--- config.mk ---
export PLATFORM = sky130hd
export DESIGN_NAME = store_buffer
export DESIGN_NICKNAME = d
export VERILOG_FILES = /design/src/rtl/mem_pkg.sv /design/src/rtl/store_buffer_fifo.sv /design/src/rtl/store_buffer.sv
export SDC_FILE = /design/constraint.sdc
export NUM_CORES = 1
export LEC_CHECK = 0
export ABC_AREA = 0
export CORE_MARGIN = 1
export CORE_UTILIZATION = 35
export CTS_CLUSTER_SIZE = 8
export DETAILED_ROUTE_END_ITERATION = 8
export GPL_TIMING_DRIVEN = 0
export SLEW_MARGIN = 20
export SYNTH_ARGS = -nofsm -noshare
export SYNTH_HDL_FRONTEND = slang
export SYNTH_SLANG_ARGS = --single-unit
--- constraint.sdc ---
create_clock -name Clk -period 5.85 [get_ports Clk]
set_input_delay 1.17 -clock Clk [delete_from_list [all_inputs] [get_ports Clk]]
set_output_delay 1.17 -clock Clk [all_outputs]
set_load 0.01 [all_outputs]
--- src/rtl/mem_pkg.sv ---
// Data-memory access definitions shared by the pipeline and the store buffer:
// access-size codes, their byte sizes, and the queued-store entry format.
package mem_pkg;

    localparam logic [2:0] SEL_W  = 3'd0;
    localparam logic [2:0] SEL_H  = 3'd1;
    localparam logic [2:0] SEL_B  = 3'd2;
    localparam logic [2:0] SEL_HU = 3'd3;
    localparam logic [2:0] SEL_BU = 3'd4;

    localparam int SB_ADDR_W = 5;
    localparam int SB_DATA_W = 32;

    typedef struct packed {
        logic [SB_ADDR_W-1:0] addr;
        logic [SB_DATA_W-1:0] data;
        logic [2:0]           sel;
    } sb_entry_t;

    function automatic logic [2:0] access_size(input logic [2:0] sel);
        case (sel)
            SEL_W:          return 3'd4;
            SEL_H, SEL_HU:  return 3'd2;
            default:        return 3'd1;
        endcase
    endfunction

    // Stores only come in W, H and B; anything else is written as a byte.
    function automatic logic [2:0] store_sel(input logic [2:0] sel);
        return (sel == SEL_W || sel == SEL_H) ? sel : SEL_B;
    endfunction

endpackage

--- src/rtl/store_buffer_fifo.sv ---
// Circular FIFO of queued stores; exposes every slot's address/size and a
// valid bit so the parent can check loads against all pending stores at once.
module store_buffer_fifo
    import mem_pkg::*;
#(
    parameter  int DEPTH = 4,
    localparam int PW    = $clog2(DEPTH),
    localparam int CW    = PW + 1
) (
    input  logic                 clk,
    input  logic                 rst,
    input  logic                 push,
    input  logic                 pop,
    input  sb_entry_t            push_entry,
    output sb_entry_t            head_entry,
    output logic [SB_ADDR_W-1:0] ent_addr [DEPTH],
    output logic [2:0]           ent_sel  [DEPTH],
    output logic [DEPTH-1:0]     valid,
    output logic [CW-1:0]        count,
    output logic                 full,
    output logic                 empty
);

    logic [PW-1:0] head_q, head_d;
    logic [PW-1:0] tail_q, tail_d;
    logic [CW-1:0] count_q, count_d;
    sb_entry_t     mem_q [DEPTH];

    always_comb begin
        head_d  = head_q;
        tail_d  = tail_q;
        count_d = count_q;
        if (push) tail_d = tail_q + PW'(1);
        if (pop)  head_d = head_q + PW'(1);
        case ({push, pop})
            2'b10:   count_d = count_q + CW'(1);
            2'b01:   count_d = count_q - CW'(1);
            default: count_d = count_q;
        endcase
    end

    // NOTE: state flops use non-blocking assignments so every flop samples
    // the pre-edge values of the others, independent of process order.
    always_ff @(posedge clk) begin
        if (rst) begin
            head_q  <= '0;
            tail_q  <= '0;
            count_q <= '0;
        end else begin
            head_q  <= head_d;
            tail_q  <= tail_d;
            count_q <= count_d;
        end
    end

    // NOTE: the storage array is deliberately not reset; slot validity comes
    // from head/count, so stale contents are never observed.
    always_ff @(posedge clk) begin
        if (push) mem_q[tail_q] <= push_entry;
    end

    for (genvar i = 0; i < DEPTH; i++) begin : g_slot
        logic [PW-1:0] offset;
        assign offset      = PW'(i) - head_q;
        assign valid[i]    = {1'b0, offset} < count_q;
        assign ent_addr[i] = mem_q[i].addr;
        assign ent_sel[i]  = mem_q[i].sel;
    end

    assign head_entry = mem_q[head_q];
    assign count      = count_q;
    assign full       = (count_q == CW'(DEPTH));
    assign empty      = (count_q == '0);

endmodule

--- src/rtl/store_buffer.sv ---
// Posted-write buffer in front of the single-port data memory: loads own the
// port, queued stores drain in free cycles, overlapping loads and fences wait.
module store_buffer
    import mem_pkg::*;
#(
    parameter  int DATA_WIDTH  = SB_DATA_W,
    parameter  int D_ADD_WIDTH = SB_ADDR_W,
    parameter  int DEPTH       = 4,
    localparam int CW          = $clog2(DEPTH) + 1
) (
    input  logic                   Clk,
    input  logic                   Rst,
    input  logic                   req_write,
    input  logic                   req_read,
    input  logic                   req_fence,
    input  logic [D_ADD_WIDTH-1:0] req_addr,
    input  logic [DATA_WIDTH-1:0]  req_data,
    input  logic [2:0]             req_sel,
    input  logic                   drain_hold,
    output logic                   stall,
    output logic                   mem_write,
    output logic                   mem_read,
    output logic [D_ADD_WIDTH-1:0] mem_addr,
    output logic [DATA_WIDTH-1:0]  mem_wdata,
    output logic [2:0]             mem_sel,
    output logic                   empty,
    output logic [CW-1:0]          count
);

    sb_entry_t            push_entry;
    sb_entry_t            head_entry;
    logic [SB_ADDR_W-1:0] ent_addr [DEPTH];
    logic [2:0]           ent_sel  [DEPTH];
    logic [DEPTH-1:0]     valid;
    logic                 full;
    logic                 conflict;
    logic                 read_go;
    logic                 drain;
    logic                 write_req;
    logic                 accept;

    // Byte ranges [b, b+lb) and [a, a+sa) intersect modulo the address space.
    function automatic logic overlaps(input logic [D_ADD_WIDTH-1:0] b,
                                      input logic [2:0]             lb,
                                      input logic [D_ADD_WIDTH-1:0] a,
                                      input logic [2:0]             sa);
        logic [D_ADD_WIDTH-1:0] fwd;
        logic [D_ADD_WIDTH-1:0] back;
        fwd  = b - a;
        back = a - b;
        return (fwd < D_ADD_WIDTH'(sa)) || (back < D_ADD_WIDTH'(lb));
    endfunction

    always_comb begin
        conflict = 1'b0;
        for (int i = 0; i < DEPTH; i++) begin
            if (valid[i] && overlaps(req_addr, access_size(req_sel),
                                     D_ADD_WIDTH'(ent_addr[i]),
                                     access_size(ent_sel[i])))
                conflict = 1'b1;
        end
    end

    // A simultaneous read+write is treated as a read only.
    assign write_req = req_write & ~req_read;
    assign read_go   = req_read & ~conflict;
    assign drain     = ~empty & ~drain_hold & ~read_go;
    assign accept    = write_req & (~full | drain);

    assign stall = (req_read & conflict)
                 | (write_req & full & ~drain)
                 | (req_fence & ~empty);

    always_comb begin
        push_entry      = '0;
        push_entry.addr = SB_ADDR_W'(req_addr);
        push_entry.data = SB_DATA_W'(req_data);
        push_entry.sel  = store_sel(req_sel);
    end

    always_comb begin
        mem_read  = 1'b0;
        mem_write = 1'b0;
        mem_addr  = '0;
        mem_wdata = '0;
        mem_sel   = '0;
        if (read_go) begin
            mem_read = 1'b1;
            mem_addr = req_addr;
            mem_sel  = req_sel;
        end else if (drain) begin
            mem_write = 1'b1;
            mem_addr  = D_ADD_WIDTH'(head_entry.addr);
            mem_wdata = DATA_WIDTH'(head_entry.data);
            mem_sel   = head_entry.sel;
        end
    end

    store_buffer_fifo #(
        .DEPTH (DEPTH)
    ) u_fifo (
        .clk        (Clk),
        .rst        (Rst),
        .push       (accept),
        .pop        (drain),
        .push_entry (push_entry),
        .head_entry (head_entry),
        .ent_addr   (ent_addr),
        .ent_sel    (ent_sel),
        .valid      (valid),
        .count      (count),
        .full       (full),
        .empty      (empty)
    );

endmodule

# After elaboration in Yosys (flattened, before gate mapping)
# Memories as Yosys holds them, arrays and structs flattened. A register that Yosys moved wholly into a read port is not among the register bits.
# Index checks and enable logic that the tools add are counted.
[classes] addsub=16 n_lt_le_gt_ge=12 eq_ne=13 n_mux=24 bitwise_logic=19 n_reduce_logical=21
[ops] op="two-way mux 32 bit" count=2
[ops] op="< comparator 5 x 3 -> 1 bit" count=8
[ops] op="subtractor 5 bit" count=8
[ops] op="case mux 3 bit (2 select lines)" count=6
[ops] op="logical NOT 3 bit" count=6
[ops] op="equality test 3 x 1 -> 1 bit (second input constant)" count=5
[ops] op="equality test 3 x 2 -> 1 bit (second input constant)" count=5
[ops] op="< comparator 2 x 3 -> 1 bit" count=4
[ops] op="two-way mux 5 bit" count=2
[ops] op="OR reduction 2 bit" count=5
[ops] op="AND 1 bit" count=9
[ops] op="two-way mux 1 bit" count=9
[ops] op="two-way mux 3 bit" count=3
[ops] op="NOT 1 bit" count=7
[ops] op="logical OR 1 bit" count=5
[ops] op="adder 2 x 1 -> 2 bit (second input constant)" count=2
[ops] op="logical AND 1 bit" count=4
[ops] op="two-way mux 2 bit" count=2
[ops] op="subtractor 1 x 2 -> 2 bit (first input constant)" count=2
[ops] op="subtractor 2 bit (first input constant)" count=2
[ops] op="adder 3 x 1 -> 3 bit (second input constant)" count=1
[ops] op="equality test 3 bit (second input constant)" count=1
[ops] op="bitwise OR 1 bit" count=3
[ops] op="subtractor 3 x 1 -> 3 bit (second input constant)" count=1
[ops] op="other kinds (3)" count=3
[totals] regBits=7 ramBits=160 output_inout_bits=47 wordCells=109 mem_count=1
[mem_list] memory="u_fifo.mem_q" depth=4 width=40 rd=5 rd_clocked_by_memory_dff=1 wr=1 line_no="store_buffer_fifo.sv:27" rtl="sb_entry_t mem_q [DEPTH];"

# Logic depth before layout (Yosys ltp)
# Gate-level depths: netlist of run 1.
[logic_depth] ltp_word=18 depth_mapped=19

# Hierarchy
# A second synthesis of run 1 with hierarchy kept.
[hier_totals] cells_unflattened=594 hier_area_um2=8838.5
[by_module_without_submodules] module="store_buffer_fifo" instances=1 cells_each=306 area_per_inst_um2=6618.8 seq_area_each_um2=4984.8
[by_module_without_submodules] module="store_buffer" instances=1 cells_each=288 area_per_inst_um2=2219.6 seq_area_each_um2=0.0

# Worst setup path after synthesis of run 1
# No wires, ideal clock.
[synth_path] path_type="input to output" start="input port req_addr[0]" end="output port mem_write" arrival_time_ps=3484 required_time_ps=4680 slack_ps=1196 stages=13 n_path_buf=1 cell_sequence="inv_1 ha_1 inv_1 fa_1 xor2_1 ha_1 o21ai_0 o221ai_1 o22ai_1 a311o_2 o21ai_4 buf_4 inv_1"
[synth_between] elab_chain_len=14 word_cells_on_any_way=34 classes_between="add/sub: 8; order compare: 8; mux: 6; bitwise: 4; reduce/logical: 8"
[synth_lines] item="start, declared" line_no="store_buffer.sv:16" rtl="input logic [D_ADD_WIDTH-1:0] req_addr,"
[synth_lines] item="subtractor 5 bit (on tied branches)" line_no="store_buffer.sv:49, store_buffer.sv:50"
[synth_lines] item="< comparator 5 x 3 -> 1 bit" line_no="store_buffer.sv:51" rtl="return (fwd < D_ADD_WIDTH'(sa)) || (back < D_ADD_WIDTH'(lb));"
[synth_lines] item="logical OR 1 bit" line_no="store_buffer.sv:51"
[synth_lines] item="logical AND 1 bit" line_no="store_buffer.sv:57" rtl="if (valid[i] && overlaps(req_addr, access_size(req_sel),"
[synth_lines] item="two-way mux 1 bit (3 in a row)" line_no="store_buffer.sv:57"
[synth_lines] item="two-way mux 1 bit (*)" line_no="store_buffer.sv:57"
[synth_lines] item="NOT 1 bit (*)" line_no="store_buffer.sv:66" rtl="assign read_go = req_read & ~conflict;"
[synth_lines] item="AND 1 bit (*)" line_no="store_buffer.sv:66"
[synth_lines] item="NOT 1 bit" line_no="store_buffer.sv:67" rtl="assign drain = ~empty & ~drain_hold & ~read_go;"
[synth_lines] item="AND 1 bit" line_no="store_buffer.sv:67"
[synth_lines] item="two-way mux 1 bit" line_no="store_buffer.sv:91" rtl="end else if (drain) begin"
[synth_lines] item="two-way mux 1 bit (*)" line_no="store_buffer.sv:87" rtl="if (read_go) begin"
[synth_lines] item="end, declared" line_no="store_buffer.sv:21" rtl="output logic mem_write,"
# Every way passes the cells marked *; elsewhere a longest branch is shown, timed or not.

# Final worst setup path of run 1
[layout_path] start="input port req_addr[3]" end="output port mem_write"
# The elaborated chain is that of the path after synthesis.

==> results of run 1 <==
through the flow:
| stage | power [uW] | std cells | utilization [%] |
|---|---|---|---|
| floorplan | 1690 | 569 | - |
| finish | 2920 | 1017 | 44.4 |
| CTS | 2940 | 1016 | 44.2 |
| detailed placement | 1900 | 979 | 41.7 |
| global placement | 1890 | 979 | 41.7 |
| global route | 3040 | 1017 | 44.4 |
cell usage in the layout (no fill, tap or decap), types with 5 or more instances in the layout:
cell type and n:
fa_1 9, xor2_1 13, buf_4 6, inv_1 43, o21ai_0 9, buf_2 6, nand2_1 14, nor2b_1 34
a21o_1 5, clkbuf_1 10, xnor2_1 14, nand2b_1 13, clkbuf_16 17, dfxtp_1 9, a21oi_1 30, nor2_1 20
mux4_2 40, or3_1 6, edfxtp_1 160, mux2i_1 5, ha_1 57, clkdlybuf4s50_1 86
sequential cells by signal (all words and copies together) (netlist names), named ones only:
signal and cells:
u_fifo.count 3, u_fifo.head_q 2, u_fifo.mem_q 160, u_fifo.tail_q 2
repair_timing:
action                                  in CTS  in global routing
pin swaps                                    2                  2
setup buffers                                5                  1
resized for setup                           15                 17
endpoints found under the setup margin      44                 41
power groups by stage:
stage	Clock (uW)	Sequential [uW]	Combinational, uW
after floorplan	0	1400	295
after global placement	0	1400	487
after detailed placement	0	1400	497
after CTS	1060	1380	506
after global routing	1100	1380	560
final	1040	1380	510
logic make-up after synthesis:
group	after synthesis	share of synthesized area, %
DFF	169	58.3
and+or+nand+nor	117	7.78
AOI/OAI and AO/OA	72	5.54
adders and majority gates	66	10.5
buffers and inverters	64	3.10
muxes	49	11.6
xor gates and xnor gates	28	3.09
other	1	0.0439
metal layers:
layer | routed length (um) | global-route usage, % | vias to the layer above
met5 | 0 | 0 | -
met4 | 240 | 4.76 | 0
met3 | 903 | 3.50 | 19
met2 | 9110 | 27.2 | 112
met1 | 8640 | 21.1 | 2567
li1 | - | - | 2353
worst min path at each step:
stage,from,to,slack [ps]
after detailed placement,u_fifo.tail_q[1]$_SDFFE_PP0P_,u_fifo.tail_q[1]$_SDFFE_PP0P_,570
after global routing,u_fifo.tail_q[1]$_SDFFE_PP0P_,u_fifo.tail_q[1]$_SDFFE_PP0P_,620
after CTS,u_fifo.tail_q[1]$_SDFFE_PP0P_,u_fifo.tail_q[1]$_SDFFE_PP0P_,570
final,u_fifo.tail_q[1]$_SDFFE_PP0P_,u_fifo.tail_q[1]$_SDFFE_PP0P_,570
after floorplan,u_fifo.tail_q[1]$_SDFFE_PP0P_,u_fifo.tail_q[1]$_SDFFE_PP0P_,510
after global placement,u_fifo.tail_q[1]$_SDFFE_PP0P_,u_fifo.tail_q[1]$_SDFFE_PP0P_,530
critical path, cell delays in order:
cell and delay, ps:
dlygate4sd2_1 430, inv_1 230, ha_1 430, a21oi_1 260, a21boi_0 130, o2111ai_1 270
o22ai_1 160, a311o_2 400, o21ai_4 280, buf_8 200, inv_1 90, clkdlybuf4s50_1 490
cell usage after synthesis (all sizes together), types with 10 or more instances:
master / instances
a21oi: 30
buf: 10
edfxtp: 160
ha: 57
inv: 45
mux4: 40
nand2: 15
nand2b: 13
nor2: 20
nor2b: 37
o21ai: 11
xnor2: 15
xor2: 13
final cells by class:
cell class                      instances  area [um2]  area share (%)
Clock inverter                         14         111            1.06
Sequential cell                       169        4980            47.4
Timing Repair Buffer                   97         948            9.02
Clock buffer                           18         429            4.08
Inverter                               45         175            1.67
Multi-Input combinational cell        336        3350            31.9
Buffer                                 19         115            1.09
Tap cell                              319         399            3.80
==> out/results.tsv, run 1 <==
stage	metric	value	unit
setup_path	critical path launch point	req_addr[3]	
clock_tree	Clock Latency Late Sink	430	ps
sta	# setup viols final	0	
flow_run	MaxCap Viol Count	0	
global_route	pin count of the biggest net entering global routing	41	
routing	Detailed Route Iter0 Violations	329	
sta	setup total negative slack	0	ps
clock_tree	number of hold buffers added after CTS	0	
hold_path	hold path depth	2	
routing	routed vias	5051	
routing	Post-route DRC	0	
sta	max-slew violations	0	
placed_design	Port Buffers	91	
clock_tree	Root Driver	clkbuf_16	
yosys	Synth Register Bits	169	
cells_and_area	final instance area	0.0105	mm2
setup_path	Data required, critical path	4680	ps
power_and_ir_drop	Max VDD drop	0.200	mV
sta	final worst slack	128	ps
die	Top Ports	93	
sta	crit share post-route	97.8	%
setup_path	critical path class	primary input to output pin	
global_route	GRT Residual Overflow	0	
hold_path	hold crit path type	flop to flop	
routing	post-DR wirelength/cell	18.6	um
yosys	mean area per synthesized cell	15.1	um2
power_and_ir_drop	Switching Fraction	26.0	%
global_route	all-layer global routing usage	16.3	%
setup_path	Reg2Reg Setup Slack	1720	ps
sta	Clock Skew	7.55	ps
placed_design	RePlAce Congestion	0.891	
power_and_ir_drop	P_int	2160	uW
setup_path	kind of end point of the critical path	output pin	
die	die area	0.0250	mm2
die	overall die width	158	um
sta	Hold Vio Cnt, Final	0	
placed_design	Area after DPL	0.00987	mm2
die	Die Ht	158	um
yosys	synth top area cells	edfxtp_1, mux4_2, ha_1	
cells_and_area	share of cells above drive strength 1	15.8	%
sta	Least-Margin Pin Slew	914	ps
global_route	first-pass GRT wire length	29900	um
setup_path	Worst Reg-to-Reg Cells	18	
placed_design	Setup WS pre-CTS	-980	ps
yosys	leading area contributor after synthesis	edfxtp_1	
yosys	predominant post-synthesis flop cell	edfxtp_1	
setup_path	Worst R2R Start	u_fifo.mem_q[1][35]$_DFFE_PP_	
routing	Antenna Violating Nets Remaining	0	
sta	Hold WS	570	ps
sta	Fmax achieved	175	MHz
status	status	complete, no violations	
routing	wirelength, routed	18900	um
die	Initial Utilization	36.1	%
yosys	post-synthesis sequential area ratio	58.3	%
die	core footprint	0.0237	mm2
setup_path	Worst Setup Start Kind	primary input	
power_and_ir_drop	pwr dens	278	mW/mm2
sta	Rel. slew slack	38.9	%
global_route	initial antenna violation count	0	
yosys	Yosys cell types	55	
power_and_ir_drop	Pleak	0.00369	uW
clock_tree	H-tree lvl count	4	
yosys	Ys Warns	0	
setup_path	worst-path fanout max	10	
routing	drt first pass iters	4	
cells_and_area	synth-to-layout area growth	23.1	%
placed_design	hpwl dp	13000	um
power_and_ir_drop	sequential share of power	47.0	%
setup_path	Critical Path End	mem_write	
setup_path	Worst Path Arrival	4550	ps
cells_and_area	layout filler cell count	2199	
die	Site Rows	56	
clock_tree	TritonCTS clock tree	done	
setup_path	Worst R2R End	u_fifo.count[2]$_SDFFE_PP0P_	
sta	unrepaired setup endpoints after global routing	no	
clock_tree	clk slew on worst S/H paths	70	ps
sta	minimum clock period	5720	ps
yosys	top cell type's share of synthesized area	56.2	%
yosys	Syn Std Cell Area	0.00854	mm2
global_route	vias in the first global route	5470	
power_and_ir_drop	sw power	759	uW
routing	via/cell ratio	4.97	
yosys	Cells after Synth	566	
yosys	Async SR Flop Fraction	0	%
clock_tree	clock tree sinks	169	
cells_and_area	antenna fix cells	0	
cells_and_area	# nets final	797	
clock_tree	CTS buffer count	17	
power_and_ir_drop	Gate power share	17.4	%
power_and_ir_drop	clock power share	35.5	%
yosys	EDFF count, synth	160	
clock_tree	Bufs on Longest Clock Path	2	
Power figures use the tool's default switching activity.
==> run 2, diff against run 1 <==
==> constraint.sdc (replaced) <==
create_clock -name Clk -period 7.1 [get_ports Clk]
set_input_delay 1.42 -clock Clk [delete_from_list [all_inputs] [get_ports Clk]]
set_output_delay 1.42 -clock Clk [all_outputs]
set_load 0.01 [all_outputs]
==> run 2 against run 1 <==
  * Sequential share of layout area is 0.27 points higher
  * Largest cell class unchanged
  * Critical path type unchanged
  * First-iteration DRC count down 9.1%
  * Clock skew up 1.1 ps
  * Final area is 0.56% lower
  * Highest routed layer unchanged
==> out/results.tsv, run 2 (synthesis gave the netlist of run 1 again) <==
stage	metric	value	unit	change
routing	via/cell ratio	4.94		was 4.97
placed_design	Setup WS pre-CTS	-230	ps	was -980 ps
sta	Rel. slew slack	38.9	%	about the same
global_route	first-pass GRT wire length	29900	um	unchanged
status	status	complete, no violations		unchanged
sta	crit share post-route	96.0	%	
sta	Clock Skew	8.62	ps	was 7.55 ps
placed_design	Area after DPL	0.00987	mm2	unchanged
setup_path	Worst R2R Start	u_fifo.mem_q[1][35]$_DFFE_PP_		unchanged
sta	Fmax achieved	147	MHz	
setup_path	Reg2Reg Setup Slack	2830	ps	was 1720 ps
power_and_ir_drop	Pleak	0.00364	uW	was 0.00369 uW
cells_and_area	Finished Layout Cells	1015		was 1017
sta	unrepaired setup endpoints after global routing	no		unchanged
die	die area	0.0250	mm2	unchanged
cells_and_area	share of cells above drive strength 1	14.7	%	was 15.8%
setup_path	Data required, critical path	5680	ps	was 4680 ps
setup_path	critical path class	primary input to output pin		unchanged
placed_design	Inst Count DP	979		unchanged
clock_tree	H-tree lvl count	4		unchanged
sta	Hold Vio Cnt, Final	0		unchanged
cells_and_area	synth-to-layout area growth	22.4	%	was 23.1%
clock_tree	Bufs on Longest Clock Path	2		unchanged
routing	post-DR wirelength/cell	18.6	um	about the same
clock_tree	Root Driver	clkbuf_16		unchanged
global_route	GRT Residual Overflow	0		unchanged
cells_and_area	antenna fix cells	0		unchanged
setup_path	worst-path fanout max	10		unchanged
routing	wirelength, routed	18800	um	was 18900 um
clock_tree	clock tree sinks	169		unchanged
sta	Least-Margin Pin Slew	914	ps	about the same
routing	drt first pass iters	4		unchanged
setup_path	Worst Reg-to-Reg Cells	18		unchanged
hold_path	hold crit path type	flop to flop		unchanged
sta	# setup viols final	0		unchanged
global_route	pin count of the biggest net entering global routing	41		unchanged
die	Top Ports	93		unchanged
sta	setup total negative slack	0	ps	unchanged
global_route	all-layer global routing usage	16.2	%	was 16.3%
routing	routed vias	5019		was 5051
die	overall die width	158	um	unchanged
die	Initial Utilization	36.1	%	unchanged
placed_design	hpwl dp	13000	um	unchanged
setup_path	critical path launch point	req_addr[0]		was req_addr[3]
setup_path	Worst Path Arrival	5390	ps	was 4550 ps
sta	final worst slack	287	ps	was 128 ps
cells_and_area	most frequent cells in the layout	edfxtp_1, clkdlybuf4s50_1, ha_1		unchanged
routing	Detailed Route Iter0 Violations	299		was 329
global_route	vias in the first global route	5455		was 5470
placed_design	Port Buffers	91		unchanged
clock_tree	TritonCTS clock tree	done		unchanged
sta	max-slew violations	0		unchanged
cells_and_area	max reg flops	160		unchanged
cells_and_area	commonest non-fill, non-tap cell in the layout	edfxtp_1		unchanged
routing	Post-route DRC	0		unchanged
clock_tree	Clock Latency Late Sink	430	ps	about the same
power_and_ir_drop	pwr dens	229	mW/mm2	was 278 mW/mm2
sta	minimum clock period	6810	ps	
setup_path	Critical Path End	mem_write		unchanged
placed_design	RePlAce Congestion	0.891		unchanged
die	core footprint	0.0237	mm2	unchanged
cells_and_area	final instance area	0.0105	mm2	about the same
cells_and_area	Top reg by flops	u_fifo.mem_q		unchanged
flow_run	MaxCap Viol Count	0		unchanged
global_route	initial antenna violation count	0		unchanged
clock_tree	CTS buffer count	17		unchanged
clock_tree	clk slew on worst S/H paths	70	ps	about the same
setup_path	Worst R2R End	u_fifo.count[2]$_SDFFE_PP0P_		unchanged
cells_and_area	layout filler cell count	2206		was 2199
die	Die Ht	158	um	unchanged
cells_and_area	# nets final	795		was 797
routing	Antenna Violating Nets Remaining	0		unchanged
setup_path	kind of end point of the critical path	output pin		unchanged
setup_path	Worst Setup Start Kind	primary input		unchanged
power_and_ir_drop	Max VDD drop	0.164	mV	was 0.200 mV
die	Site Rows	56		unchanged
[run 2: cell count changes in the layout (fill, tap and decap cells not counted), sizes merged]
cell	delta
dlymetal6s2s	-1
clkdlybuf4s50	+4
dlygate4sd2	-1
buf	-4
[run 2: how the worst min path moves through the flow]
| stage | start | depth (start not counted) | to | slack, ps |
|---|---|---|---|---|
| 5_1_grt | u_fifo.tail_q[1]$_SDFFE_PP0P_ | 2 | u_fifo.tail_q[1]$_SDFFE_PP0P_ | 620 |
| 6_report | u_fifo.tail_q[1]$_SDFFE_PP0P_ | 2 | u_fifo.tail_q[1]$_SDFFE_PP0P_ | 570 |
| 4_1_cts | u_fifo.tail_q[1]$_SDFFE_PP0P_ | 2 | u_fifo.tail_q[1]$_SDFFE_PP0P_ | 570 |
| 2_1_floorplan | u_fifo.tail_q[1]$_SDFFE_PP0P_ | 2 | u_fifo.tail_q[1]$_SDFFE_PP0P_ | 510 |
| 3_3_place_gp | u_fifo.tail_q[1]$_SDFFE_PP0P_ | 2 | u_fifo.tail_q[1]$_SDFFE_PP0P_ | 530 |
| 3_5_place_dp | u_fifo.tail_q[1]$_SDFFE_PP0P_ | 2 | u_fifo.tail_q[1]$_SDFFE_PP0P_ | 570 |
[run 2: report_power, final]
part / internal, uW / leakage (uW) / switching, uW / total (uW)
Combinational: 205 / 0.00186 / 205 / 410
Clock: 455 / 0.000261 / 401 / 856
Sequential: 1120 / 0.00153 / 14.9 / 1130
Total: 1780 / 0.00364 / 621 / 2400
[run 2: critical path, cell delays in order]
cell             delay [ps]
clkdlybuf4s50_1         620
inv_2                   230
ha_1                    200
inv_1                    50
fa_1                    400
xor2_1                  190
ha_1                    270
o21ai_0                  80
o221ai_1                170
o22ai_1                 140
a311o_2                 400
o21ai_4                 320
buf_4                   290
inv_1                   110
clkdlybuf4s50_1         500
[run 2: cell type report]
| cell class | count | area [um2] | area share (%) |
|---|---|---|---|
| sequential | 169 | 4980 | 47.7 |
| clock inverter | 14 | 111 | 1.07 |
| clock buffer | 18 | 429 | 4.10 |
| tap | 319 | 399 | 3.82 |
| timing repair buffer | 95 | 936 | 8.95 |
| buffer | 19 | 96.3 | 0.921 |
| inverter | 45 | 173 | 1.65 |
| multi-input combinational | 336 | 3330 | 31.8 |
[run 2: what timing repair did]
| item | 4_1_cts | 5_1_grt |
|---|---|---|
| endpoints found under the setup margin | 41 | 31 |
| gates resized for setup | 2 | 4 |
| setup buffers | 4 | 0 |
| hold buffers | 0 | 0 |
[run 2: metal layers]
layer | vias to the layer above | track usage, % | routed length (um)
li1 | 2349 | - | -
met1 | 2539 | 21.1 | 8620
met2 | 114 | 27.3 | 9080
met3 | 17 | 3.50 | 923
met4 | 0 | 4.53 | 204
met5 | - | 0 | 0
[run 2: stage by stage]
| step | hold WS [ps] | total power (uW) | util, % |
|---|---|---|---|
| after floorplan | 514 | 1390 | - |
| after global placement | 528 | 1560 | 41.7 |
| after detailed placement | 567 | 1560 | 41.7 |
| after CTS | 575 | 2420 | 44.1 |
| after global routing | 619 | 2500 | 44.1 |
| final | 570 | 2400 | 44.1 |
==> run 3, diff against run 2 <==
--- a/config.mk
+++ b/config.mk
@@ -8,6 +8,7 @@
 export ABC_AREA = 0
 export CORE_MARGIN = 1
 export CORE_UTILIZATION = 35
+export CTS_BUF_LIST = sky130_fd_sc_hd__clkbuf_16
 export CTS_CLUSTER_SIZE = 8
 export DETAILED_ROUTE_END_ITERATION = 8
 export GPL_TIMING_DRIVEN = 0
==> run 3 against run 2 <==
  * Flip-flop and latch count unchanged
  * Power about the same
  * Cell count did not move
  * Sequential power about the same
  * Critical path depth did not move
  * Via count about the same
  * Largest cell class unchanged
==> out/results.tsv, run 3 (synthesis gave the netlist of run 1 again) <==
stage	metric	value	unit	change
die	Site Rows	56		unchanged
setup_path	Worst Reg-to-Reg Cells	18		unchanged
cells_and_area	share of cells above drive strength 1	14.7	%	unchanged
setup_path	Worst R2R End	u_fifo.count[2]$_SDFFE_PP0P_		unchanged
setup_path	CP cell instances	clkdlybuf4s50_1 > inv_2 > ha_1 > inv_1 > fa_1 > xor2_1 > ha_1 > o21ai_0 > o221ai_1 > o22ai_1 > a311o_2 > o21ai_4 > buf_4 > inv_1 > clkdlybuf4s50_1		unchanged
sta	Fmax achieved	147	MHz	about the same
routing	Detailed Route Iter0 Violations	297		was 299
power_and_ir_drop	Pleak	0.00365	uW	was 0.00364 uW
power_and_ir_drop	Max VDD drop	0.164	mV	about the same
setup_path	Critical Path End	mem_write		unchanged
cells_and_area	# nets final	795		unchanged
cells_and_area	commonest non-fill, non-tap cell in the layout	edfxtp_1		unchanged
setup_path	critical path class	primary input to output pin		unchanged
power_and_ir_drop	pwr dens	229	mW/mm2	about the same
global_route	vias in the first global route	5455		unchanged
power_and_ir_drop	Switching Fraction	25.9	%	about the same
placed_design	hpwl dp	13000	um	unchanged
setup_path	Worst Setup Start Kind	primary input		unchanged
setup_path	Worst R2R Start	u_fifo.mem_q[1][35]$_DFFE_PP_		unchanged
setup_path	Worst Path Arrival	5400	ps	was 5390 ps
setup_path	kind of end point of the critical path	output pin		unchanged
die	die area	0.0250	mm2	unchanged
cells_and_area	Top reg by flops	u_fifo.mem_q		unchanged
routing	Antenna Violating Nets Remaining	0		unchanged
routing	post-DR wirelength/cell	18.6	um	about the same
setup_path	Reg2Reg Setup Slack	2830	ps	about the same
global_route	initial antenna violation count	0		unchanged
clock_tree	TritonCTS clock tree	done		unchanged
sta	minimum clock period	6820	ps	was 6810 ps
clock_tree	Bufs on Longest Clock Path	2		unchanged
power_and_ir_drop	sw power	621	uW	about the same
sta	# setup viols final	0		unchanged
cells_and_area	max reg flops	160		unchanged
placed_design	RePlAce Congestion	0.891		unchanged
power_and_ir_drop	Gate power share	17.1	%	about the same
setup_path	critical path launch point	req_addr[0]		unchanged
global_route	pin count of the biggest net entering global routing	41		unchanged
routing	wirelength, routed	18800	um	about the same
clock_tree	Clock Latency Late Sink	430	ps	about the same
sta	Rel. slew slack	38.9	%	unchanged
cells_and_area	most frequent cells in the layout	edfxtp_1, clkdlybuf4s50_1, ha_1		unchanged
power_and_ir_drop	clock power share	35.6	%	was 35.7%
die	overall die width	158	um	unchanged
setup_path	Largest stage delay, worst path	620	ps	about the same
setup_path	critical path depth in cells	15		unchanged
cells_and_area	Seq. cell area	0.00498	mm2	unchanged
clock_tree	clk slew on worst S/H paths	70	ps	about the same
setup_path	critical path's top delay family	buffers and inverters		unchanged
clock_tree	number of hold buffers added after CTS	0		unchanged
routing	via/cell ratio	4.94		about the same
clock_tree	H-tree lvl count	4		unchanged
placed_design	Port Buffers	91		unchanged
sta	Clock Skew	8.62	ps	about the same
routing	routed vias	5015		was 5019
cells_and_area	Finished Layout Cells	1015		unchanged
clock_tree	Root Driver	clkbuf_16		unchanged
cells_and_area	antenna fix cells	0		unchanged
setup_path	Buffers & Inverters on Critical Path	6		unchanged
cells_and_area	synth-to-layout area growth	22.4	%	unchanged
routing	drt first pass iters	4		unchanged
sta	crit share post-route	96.0	%	about the same
sta	Hold Vio Cnt, Final	0		unchanged
placed_design	Inst Count DP	979		unchanged
cells_and_area	multi-input logic area	0.00333	mm2	unchanged
die	core footprint	0.0237	mm2	unchanged
status	status	complete, no violations		unchanged
setup_path	worst-path fanout max	10		unchanged
clock_tree	CTS buffer count	17		unchanged
clock_tree	clock tree sinks	169		unchanged
cells_and_area	layout filler cell count	2206		unchanged
setup_path	CP max-delay cell	clkdlybuf4s50_1		unchanged
hold_path	hold crit path type	flop to flop		unchanged
flow_run	MaxCap Viol Count	0		unchanged
global_route	all-layer global routing usage	16.2	%	unchanged
sta	unrepaired setup endpoints after global routing	no		unchanged
die	Top Ports	93		unchanged
sta	max-slew violations	0		unchanged
power_and_ir_drop	P_int	1780	uW	about the same
global_route	first-pass GRT wire length	29900	um	unchanged
global_route	GRT Residual Overflow	0		unchanged
die	Initial Utilization	36.1	%	unchanged
die	Die Ht	158	um	unchanged
setup_path	Data required, critical path	5680	ps	about the same
sta	Least-Margin Pin Slew	914	ps	unchanged
sta	Hold WS	570	ps	unchanged
power_and_ir_drop	sequential share of power	47.3	%	was 47.2%
routing	Post-route DRC	0		unchanged
==> run 3: what timing repair did <==
action	in CTS	in global routing
endpoints found under the setup margin	41	31
resized for setup	2	4
buffers inserted	4	0
==> run 3: worst min path at each step <==
stage,startpoint,endpoint,slack [ps],depth (start not counted)
finish,u_fifo.tail_q[1]$_SDFFE_PP0P_,u_fifo.tail_q[1]$_SDFFE_PP0P_,570,2
global route,u_fifo.tail_q[1]$_SDFFE_PP0P_,u_fifo.tail_q[1]$_SDFFE_PP0P_,620,2
CTS,u_fifo.tail_q[1]$_SDFFE_PP0P_,u_fifo.tail_q[1]$_SDFFE_PP0P_,570,2
detailed placement,u_fifo.tail_q[1]$_SDFFE_PP0P_,u_fifo.tail_q[1]$_SDFFE_PP0P_,570,2
global placement,u_fifo.tail_q[1]$_SDFFE_PP0P_,u_fifo.tail_q[1]$_SDFFE_PP0P_,530,2
floorplan,u_fifo.tail_q[1]$_SDFFE_PP0P_,u_fifo.tail_q[1]$_SDFFE_PP0P_,510,2
==> run 3: cell type report <==
type	count	area share (%)
Sequential cell	169	47.7
Clock inverter	15	1.10
Buffer	19	0.921
Timing Repair Buffer	95	8.95
Tap cell	319	3.82
Multi-Input combinational cell	336	31.8
Inverter	45	1.65
Clock buffer	17	4.07
==> run 3: layer usage <==
metal | vias up | share of wire [%] | GRT usage (%)
li1 | 2349 | - | -
met1 | 2537 | 46 | 21.1
met2 | 112 | 48 | 27.3
met3 | 17 | 4.9 | 3.50
met4 | 0 | 1.1 | 4.53
met5 | - | 0 | 0
==> run 3: power by group through the flow <==
stage               Sequential (uW)  Clock, uW  Combinational (uW)
CTS                            1130        870                 414
global placement               1150          0                 401
detailed placement             1160          0                 410
floorplan                      1150          0                 243
finish                         1130        855                 410
global route                   1140        909                 452
==> run 3: through the flow <==
| stage | cell area (um2) | power (uW) | setup WS (ps) | utilization [%] | TNS [ps] |
|---|---|---|---|---|---|
| 6_report | 10500 | 2400 | 283 | 44.1 | 0 |
| 5_1_grt | 10500 | 2500 | 61.8 | 44.1 | 0 |
| 4_1_cts | 10400 | 2420 | 179 | 44.1 | 0 |
| 3_5_place_dp | 9870 | 1560 | -230 | 41.7 | -6030 |
| 3_3_place_gp | 9860 | 1560 | -183 | 41.7 | -3530 |
| 2_1_floorplan | 8550 | 1390 | 1950 | - | 0 |
==> run 3: worst register-to-register path, cell delays in order (launching register included) <==
cell and delay [ps]:
edfxtp_1 430, inv_1 80, ha_1 170, inv_1 60
fa_1 400, xor2_1 190, ha_1 280, o211a_1 130
nor4_2 440, a311o_2 210, o21ai_4 120, buf_4 290
inv_1 130, ha_1 210, inv_1 60, fa_1 380
xor2_1 160, or3_1 300, a21oi_1 150
